File: src/rtl/cmp_share_pkg.sv
// Shared definitions for the comparator-sharing arbiter: FSM state encoding,
// default widths and the log2 helper used to size the grant index.
// Optional feature macro used by the design: CMP_SHARE_EQ_EN.
package cmp_share_pkg;

    localparam int unsigned DEF_N_REQ = 4;
    localparam int unsigned DEF_WIDTH = 32;

    typedef enum logic [1:0] {
        ST_IDLE = 2'd0,
        ST_LOAD = 2'd1,
        ST_RESP = 2'd2
    } state_t;

    // Ceiling log2, minimum 1 so a 2-requester index still has one bit
    function automatic int unsigned log2c(input int unsigned n);
        int unsigned r;
        r = 1;
        while ((32'd1 << r) < n) begin
            r++;
        end
        return r;
    endfunction

endpackage

File: src/rtl/cmp_core.sv
// Signed less-than built on a subtract of sign-extended operands. The extra
// top bit keeps the sign of the difference correct even when the WIDTH-bit
// subtract would overflow, so it is the overflow-corrected result directly.
module cmp_core
    import cmp_share_pkg::*;
#(
    parameter int unsigned WIDTH = DEF_WIDTH
) (
    input  logic [WIDTH-1:0] a,
    input  logic [WIDTH-1:0] b,
    output logic             lt
);

    logic [WIDTH:0] a_x;
    logic [WIDTH:0] b_x;

    assign a_x = {a[WIDTH-1], a};
    assign b_x = {b[WIDTH-1], b};
    // Only the sign bit of the WIDTH+1-bit difference is needed
    assign lt  = 1'((a_x - b_x) >> WIDTH);

endmodule

File: src/rtl/rr_arb.sv
// Combinational round-robin pick: first set request at or after the pointer,
// wrapping around. N_REQ is a power of two so the index wraps naturally.
module rr_arb
    import cmp_share_pkg::*;
#(
    parameter int unsigned N_REQ = DEF_N_REQ
) (
    input  logic [N_REQ-1:0]        req,
    input  logic [log2c(N_REQ)-1:0] ptr,
    output logic [N_REQ-1:0]        grant,
    output logic [log2c(N_REQ)-1:0] idx,
    output logic                    valid
);

    localparam int unsigned IW = log2c(N_REQ);

    logic [IW-1:0] cand;

    // Scan from the pointer upward and keep the first requester found
    always_comb begin
        grant = '0;
        idx   = '0;
        valid = 1'b0;
        cand  = '0;
        for (int unsigned i = 0; i < N_REQ; i++) begin
            cand = ptr + IW'(i);
            if (!valid && req[cand]) begin
                valid       = 1'b1;
                idx         = cand;
                grant[cand] = 1'b1;
            end
        end
    end

endmodule

File: src/rtl/cmp_share_arb.sv
// Round-robin arbiter and sequencer sharing one signed magnitude comparator
// between N_REQ requesters. IDLE picks and latches operands, LOAD compares
// and registers the flags, RESP presents a one-cycle ack and advances the
// round-robin pointer past the served requester.
// Optional feature: define CMP_SHARE_EQ_EN to add the registered eq output.
module cmp_share_arb
    import cmp_share_pkg::*;
#(
    parameter int unsigned N_REQ = DEF_N_REQ,
    parameter int unsigned WIDTH = DEF_WIDTH
) (
    input  logic                     clk,
    input  logic                     rst_n,
    input  logic [N_REQ-1:0]         req,
    input  logic [N_REQ*WIDTH-1:0]   a_bus,
    input  logic [N_REQ*WIDTH-1:0]   b_bus,
    output logic [N_REQ-1:0]         ack,
    output logic                     lt,
    output logic                     gt,
`ifdef CMP_SHARE_EQ_EN
    output logic                     eq,
`endif
    output logic [log2c(N_REQ)-1:0]  gnt_id,
    output logic                     busy
);

    localparam int unsigned IW = log2c(N_REQ);

    state_t           state;
    state_t           state_n;
    logic             load_en;
    logic             cmp_en;
    logic             done_en;

    logic [IW-1:0]    ptr_q;
    logic [IW-1:0]    gnt_q;
    logic [N_REQ-1:0] grant_q;
    logic [N_REQ-1:0] ack_q;
    logic [WIDTH-1:0] a_q;
    logic [WIDTH-1:0] b_q;
    logic             lt_q;
    logic             gt_q;

    logic [N_REQ-1:0] pick_grant;
    logic [IW-1:0]    pick_idx;
    logic             pick_valid;
    logic [WIDTH-1:0] a_sel;
    logic [WIDTH-1:0] b_sel;
    logic             lt_ab;
    logic             lt_ba;

    rr_arb #(.N_REQ(N_REQ)) u_rr (
        .req   (req),
        .ptr   (ptr_q),
        .grant (pick_grant),
        .idx   (pick_idx),
        .valid (pick_valid)
    );

    // a < b and b < a from the same subtractor structure; gt is the swapped case
    cmp_core #(.WIDTH(WIDTH)) u_cmp_ab (
        .a  (a_q),
        .b  (b_q),
        .lt (lt_ab)
    );

    cmp_core #(.WIDTH(WIDTH)) u_cmp_ba (
        .a  (b_q),
        .b  (a_q),
        .lt (lt_ba)
    );

    // Route the winning requester's operands using the one-hot grant
    always_comb begin
        a_sel = '0;
        b_sel = '0;
        for (int unsigned i = 0; i < N_REQ; i++) begin
            if (pick_grant[i]) begin
                a_sel = a_bus[i*WIDTH +: WIDTH];
                b_sel = b_bus[i*WIDTH +: WIDTH];
            end
        end
    end

    // FSM state register
    always_ff @(posedge clk or negedge rst_n) begin
        if (!rst_n) begin
            state <= ST_IDLE;
        end else begin
            state <= state_n;
        end
    end

    // Next-state and per-state datapath enables
    always_comb begin
        state_n = state;
        load_en = 1'b0;
        cmp_en  = 1'b0;
        done_en = 1'b0;
        case (state)
            ST_IDLE: begin
                if (pick_valid) begin
                    load_en = 1'b1;
                    state_n = ST_LOAD;
                end
            end
            ST_LOAD: begin
                cmp_en  = 1'b1;
                state_n = ST_RESP;
            end
            ST_RESP: begin
                done_en = 1'b1;
                state_n = ST_IDLE;
            end
            default: state_n = ST_IDLE;
        endcase
    end

    // Operand latch, compare result registers, ack pulse and pointer update
    always_ff @(posedge clk or negedge rst_n) begin
        if (!rst_n) begin
            a_q     <= '0;
            b_q     <= '0;
            gnt_q   <= '0;
            grant_q <= '0;
            ptr_q   <= '0;
            ack_q   <= '0;
            lt_q    <= 1'b0;
            gt_q    <= 1'b0;
        end else begin
            if (load_en) begin
                a_q     <= a_sel;
                b_q     <= b_sel;
                gnt_q   <= pick_idx;
                grant_q <= pick_grant;
            end
            if (cmp_en) begin
                lt_q  <= lt_ab;
                gt_q  <= lt_ba;
                ack_q <= grant_q;
            end
            if (done_en) begin
                ack_q <= '0;
                ptr_q <= gnt_q + IW'(1);
            end
        end
    end

`ifdef CMP_SHARE_EQ_EN
    logic eq_q;

    // Equality flag registered alongside lt/gt
    always_ff @(posedge clk or negedge rst_n) begin
        if (!rst_n) begin
            eq_q <= 1'b0;
        end else if (cmp_en) begin
            eq_q <= (a_q == b_q);
        end
    end

    assign eq = eq_q;
`endif

    assign ack    = ack_q;
    assign lt     = lt_q;
    assign gt     = gt_q;
    assign gnt_id = gnt_q;
    assign busy   = (state != ST_IDLE);

endmodule

File: config.mk
export PLATFORM = sky130hd
export DESIGN_NAME = cmp_share_arb
export DESIGN_NICKNAME = d
export VERILOG_FILES = /design/src/rtl/cmp_share_pkg.sv /design/src/rtl/cmp_core.sv /design/src/rtl/rr_arb.sv /design/src/rtl/cmp_share_arb.sv
export SDC_FILE = /design/constraint.sdc
export NUM_CORES = 1
export LEC_CHECK = 0
export ABC_AREA = 0
export CAP_MARGIN = 20
export CORE_MARGIN = 4
export CORE_UTILIZATION = 60
export DETAILED_ROUTE_END_ITERATION = 12
export DONT_BUFFER_PORTS = 1
export PLACE_DENSITY = 0.78
export SYNTH_ARGS = -nofsm -noshare
export SYNTH_HDL_FRONTEND = slang
export SYNTH_HIERARCHICAL = 1
export SYNTH_SLANG_ARGS = --single-unit
File: constraint.sdc
create_clock -name clk -period 5.85 [get_ports clk]
set_clock_uncertainty 0.05 [all_clocks]
set_input_delay 0.8775 -clock clk [delete_from_list [all_inputs] [get_ports clk]]
set_output_delay 0.8775 -clock clk [all_outputs]
set_load 0.01 [all_outputs]
---- Word level (Yosys, flattened, before mapping) ----
Cells that the tools add are included.
word-level totals
  register bits after elaboration ......... 80
  input port bits ......................... 262
  output and inout port bits .............. 9
  word-level logic and storage cells ...... 86
cells by class
  add/subtract/negate cells ............... 6
  magnitude comparators ................... 8
  eq/ne operators ......................... 3
  mux-type cells .......................... 44
  bitwise logic cells ..................... 3
  reduce and logical (&&, ||, !) cells .... 13
operators by type and width
  operator                                                           count
  two-way mux 32 bit                                                 8
  subtractor 32 x 32 -> 33 bit                                       2
  two-way mux 4 bit                                                  6
  two-way mux 1 bit                                                  16
  < comparator 2 x 3 -> 1 bit, second input constant                 4
  OR 4 bit                                                           3
  two-way mux 2 bit                                                  5
  binary-select mux 1 bit (select 2 bit)                             4
  demux 1 bit (select 2 bit)                                         4
  greater-or-equal comparator 2 x 1 -> 1 bit, second input constant  4
  logical AND 1 bit                                                  7
  adder 2 x 1 -> 2 bit, second input constant                        2
  adder 2 bit, second input constant                                 2
  one-hot mux 2 bit (2 select lines)                                 1
  nonzero test 2 bit                                                 2
  zero test 1 bit                                                    3
  equality test 2 x 1 -> 1 bit, second input constant                1
  equality test 2 bit, second input constant                         1
  zero test 2 bit                                                    1
  != test 2 bit, second input constant                               1

---- Logic depth before layout (Yosys ltp) ----
  depth in word-level cells ............... 16
  mapped depth ............................ 13
  depth with buffers taken out ............ 9

---- Modules after synthesis ----
The synthesis kept the hierarchy.
modules (own cells, without submodules)
  module         instances  cells an instance  area an instance (µm²)  sequential area each (µm²)
  cmp_share_arb  1          515                4625.7                  2001.9
  cmp_core       2          113                792.0                   0.0
  rr_arb         1          45                 421.7                   0.0

---- Worst setup path before layout ----
Ideal clock, no wire load.
  path type ............................... input port to flip-flop
  start point ............................. input port req[2]
  end point ............................... register a_q[31]
  setup time .............................. 104 ps
  data arrival time ....................... 2860 ps
  required time ........................... 5696 ps
  path slack .............................. 2836 ps
  cell stages on the path ................. 9
  path buffers ............................ 3
  cell sequence ........................... mux4_2 buf_6 and2b_2 a22oi_1 o21ai_0 buf_4 clkbuf_1 a221oi_1 o311ai_1
on the way
  elaborated cells on any way between the ends .. 31
  classes of those cells .................. mux: 22; bitwise: 3; reduce/logical: 6
RTL lines
  item                                     line                  RTL
  start: declaration                       cmp_share_arb.sv:14   input logic [N_REQ-1:0] req,
  binary-select mux 1 bit (select 2 bit)   rr_arb.sv:27          if (!valid && req[cand]) begin
  two-way mux 1 bit (not written as such)  rr_arb.sv:27
  two-way mux 1 bit                        rr_arb.sv:27
  zero test 1 bit                          rr_arb.sv:27
  logical AND 1 bit                        rr_arb.sv:27
  two-way mux 1 bit                        rr_arb.sv:27
  zero test 1 bit                          rr_arb.sv:27
  logical AND 1 bit                        rr_arb.sv:27
  two-way mux 1 bit                        rr_arb.sv:27
  zero test 1 bit                          rr_arb.sv:27
  logical AND 1 bit                        rr_arb.sv:27
  two-way mux 4 bit (*)                    rr_arb.sv:27
  via pick_grant[2]                        cmp_share_arb.sv:44   logic [N_REQ-1:0] pick_grant;
  two-way mux 32 bit (*) (2 in series)     cmp_share_arb.sv:78   if (pick_grant[i]) begin
  end signal: assignment                   cmp_share_arb.sv:132  a_q <= a_sel;
  end: declaration                         cmp_share_arb.sv:39   logic [WIDTH-1:0] a_q;
Mark *: on every way through the listed nets, which the timed path passes. The rest lies on a longest branch. The select of a mux whose other input is x is not followed.
A chain may end at the register's enable or synchronous reset.

---- Final worst setup path ----
  start point ............................. register ptr_q[0]
  end point ............................... register b_q[12]
on the way
  elaborated cells on any way between the ends .. 54
  classes of those cells .................. add/sub: 3; order compare: 8; mux: 30; bitwise: 3; reduce/logical: 10
RTL lines
  item                                                                  line                  RTL
  start: declaration                                                    cmp_share_arb.sv:35   logic [IW-1:0] ptr_q;
  start signal: assignment                                              cmp_share_arb.sv:144  ptr_q <= gnt_q + IW'(1);
  branches (longest 11 deep; another with < comparator 2 x 3 -> 1 bit)  --
  two-way mux 4 bit (*)                                                 rr_arb.sv:27
  via pick_grant[2]                                                     cmp_share_arb.sv:44
  two-way mux 32 bit (*) (2 in series)                                  cmp_share_arb.sv:78
  end signal: assignment                                                cmp_share_arb.sv:133  b_q <= b_sel;
  end: declaration                                                      cmp_share_arb.sv:40   logic [WIDTH-1:0] b_q;
Mark *: on every way through the listed nets, which the timed path passes. The select of a mux whose other input is x is not followed.

==> run_results.csv <==
group,metric,value,unit
placed_design,place_ws,1.62,ns
pwr,p_comb_share,68.2,%
detailed_routing,postRouteAntennaNets,0,
final_layout,finalNetCount,1080,
timing,holdWs,0.141,ns
timing,hold_viol_final,0,
synth,synth-seq-cells,80,
critical_path,startpoint_type,"flop",
detailed_routing,viasPerCell,6.87,
timing,slew-limit-headroom,26.3,%
floorplan,io_pins,271,
floorplan,start_util,61.2,%
synth,ys.flop_type,"dfrtp_1",
final_layout,finalCoreUtilization,63.3,%
synth,yosysSeqAreaShare,30.2,%
placed_design,port_buffers,0,
final_layout,syn_to_final_growth,3.51,%
detailed_routing,drc,0,
floorplan,die_w,113,microns
synth,synth_fp_nets,1120,
timing,timing.final.crit_share,72.6,%
pwr,total_power,4.86,mW
final_layout,fill_cells,951,
pwr,p_clk_share,8.0,%
critical_path,worstPathArrival,4.42,ns
timing,finalSetupViolCount,0,
critical_path,critPathLaunch,"ptr_q[0]",
floorplan,rows,38,
synth,synth_edf_count,0,
placed_design,dp_hpwl,14000,microns
final_layout,final_cells,891,
synth,synth_area_leader_cell,"dfrtp_1",
final_layout,diodes,0,
timing,drv_slew,0,
timing,rsz0062_at_grt,"no",
timing,finalCriticalPeriod,4.25,ns
timing,tns,0,ns
pwr,switching_share,52.2,%
critical_path,crit_top_cell,"buf_4",
timing,fmax,235,MHz
final_layout,drive_above_1_share,5.86,%
critical_path,crit_slowest_cell,"o21ai_4",
critical_path,end_kind,"flop",
synth,synth_top_area_share,30.2,%
global_routing,grt_pass1_vias,6272,
clock_network,clk_pin_slew_worst_paths,0.08,ns
run,cap_viol_max_count,0,
global_routing,grt_max_degree,81,
synth,synth_warnings,6,
global_routing,grt_pass1_wl,30700,microns
run_status,status,"complete, no violations",
synth,synth.cell_area,0.00663,sq mm
pwr,ir_drop,0.000503,V
placed_design,gp_congestion,0.863,
clock_network,cts_setup_buffers,0,
critical_path,critPathMaxStageDelay,0.78,ns
floorplan,core_area,0.0108,sq mm
clock_network,cts_made_buffers,9,
synth,synth_area_per_cell,8.44,sq um
clock_network,htreeDepth,3,
pwr,p_per_area,708,mW/mm^2
global_routing,gr-usage-all-layers,29.6,%
pwr,sequentialPowerShare,23.8,%
clock_network,ctsResizeCount,0,
clock_network,cts-root-buf,"clkbuf_8",
synth,syn_inst,786,
clock_network,hold_buffers,0,
pwr,power.internal,2.32,mW
timing,tightest_slew,1.10,ns
placed_design,dp.cells,873,
critical_path,crit_type,"flop to flop",
detailed_routing,via_count,6117,
clock_network,worst_skew_pair.late_latency,0.37,ns
global_routing,antenna_found_initial,1,
critical_path,crit_chain,"inv_1 -> ha_1 -> mux4_2 -> and2b_2 -> a22oi_1 -> o21ai_4 -> buf_4 -> nor3b_4 -> buf_4 -> nand2_1 -> a31oi_1",
floorplan,die_y,113,microns
synth,ys_types,47,
clock_network,cts_sinks,80,
detailed_routing,routed_wl,19200,microns
timing,setup_ws,1.60,ns
detailed_routing,post_drt_wl_per_cell,21.5,microns
critical_path,crit_required,6.02,ns
clock_network,clk_path_buf_depth,2,
detailed_routing,drt_iter0_markers,492,
synth,netlist_top_cells_area,"dfrtp_1 (30%), ha_1 (14%), a22oi_1 (6.5%)",
synth,ys_async_sr_fraction,100,%
worst_hold_path,hp-class,"primary input to async pin",
final_layout,design_area,0.00686,sq mm
global_routing,grt_overflow_total,0,
floorplan,dieArea,0.0128,sq mm
clock_network,cts_tree,"built",
pwr,leakagePower,2.83,nW
placed_design,place_area,0.00663,sq mm
pwr,p_sw,2.53,mW
detailed_routing,drtPass1Iterations,5,
critical_path,reg2reg_from,"ptr_q[0]",
critical_path,worst-path-max-fanout,49,
## cells by family (layout without fill, tap and decap cells)
family | after synthesis | after routing | share of synthesized area, %
mux | 10 | 10 | 2.43
xor+xnor | 1 | 1 | 0.132
simple gates | 239 | 239 | 20.5
compound gates | 247 | 247 | 24.5
buf+inv | 137 | 102 | 8.64
fa+ha+maj | 72 | 72 | 13.6
flops | 80 | 80 | 30.2
## registers in the layout, indices dropped and copies added (netlist names)
name / flops
a_q: 32
b_q: 32
ack: 4
grant_q: 4
gnt_id: 2
ptr_q: 2
state: 2
gt: 1
lt: 1
## synthesized netlist by cell type (4+ instances only)
| cell | n |
|---|---|
| ha_1 | 72 |
| o311ai_0 | 5 |
| o311ai_1 | 12 |
| nor3_1 | 5 |
| o21ai_0 | 66 |
| nor2b_1 | 21 |
| nand4_1 | 6 |
| a221oi_1 | 19 |
| buf_2 | 20 |
| nand3_1 | 23 |
| nand4b_1 | 47 |
| clkbuf_1 | 32 |
| inv_1 | 77 |
| dfrtp_1 | 80 |
| nand3b_1 | 4 |
| a31oi_1 | 51 |
| a22oi_1 | 57 |
| a21oi_1 | 21 |
| nand2b_1 | 5 |
| nor2_1 | 9 |
| nand2_1 | 105 |
## cells in the final DEF (no fill, tap or decap), types with 3 or more instances in the layout
cell      count
a21oi_1      21
a221oi_1     19
a22oi_1      57
a31oi_1      51
buf_4         7
clkbuf_8     11
dfrtp_1      80
ha_1         71
inv_1        77
mux2_2        3
mux2i_1       3
nand2_1     105
nand2b_1      4
nand2b_4      3
nand3_1      23
nand3b_1      4
nand4_1       6
nand4b_1     47
nor2_1        8
nor2b_1      20
nor3_1        5
nor4_1        3
o21ai_0      63
o21ai_1       3
o311ai_0      5
o311ai_1     12
## power by group through the flow
stage / Combinational [mW] / Sequential [mW] / Clock, mW
final: 3.31 / 1.16 / 0.388
after global routing: 3.76 / 1.20 / 0.419
after CTS: 3.23 / 1.16 / 0.400
after detailed placement: 3.21 / 1.17 / 0
after global placement: 3.04 / 1.16 / 0
after floorplan: 2.60 / 1.04 / 0
## final timing paths
kind / to / slack (ns) / cells past startpoint
worst max-delay path: b_q[12] / 1.60 / 11
worst min-delay path: grant_q[1] / 0.14 / 0
worst max register to register: b_q[12] / 1.60 / 11
worst min register to register: grant_q[2] / 0.47 / 2
max in group asynchronous: gnt_id[0] / 5.45 / 0
min in group clk: grant_q[2] / 0.47 / 2
## critical path: cells and delay by family, from the launching register on
kind / cells / cell delay [ns]
compound gates: 3 / 0.98
flops: 1 / 0.67
simple gates: 3 / 0.50
mux: 1 / 0.44
buf+inv: 3 / 0.98
fa+ha+maj: 1 / 0.38
## per-layer routing
layer / global-route usage (%) / routed length [microns] / up-vias
li1: - / - / 2855
met1: 35.4 / 7740 / 2949
met2: 52.2 / 9710 / 280
met3: 7.49 / 1370 / 31
met4: 9.54 / 367 / 2
met5: 0 / 13 / -
## layout make-up
type | count | area, sq um | share of cell area, %
clock inverters | 4 | 28.8 | 0.419
multi-input cells | 569 | 4110 | 59.8
well taps | 140 | 175 | 2.55
clock buffers | 12 | 155 | 2.26
flip-flops and latches | 80 | 2000 | 29.2
repair buffers | 9 | 108 | 1.57
inverters | 77 | 289 | 4.21
Note: power is estimated with default switching activity, not from simulation.
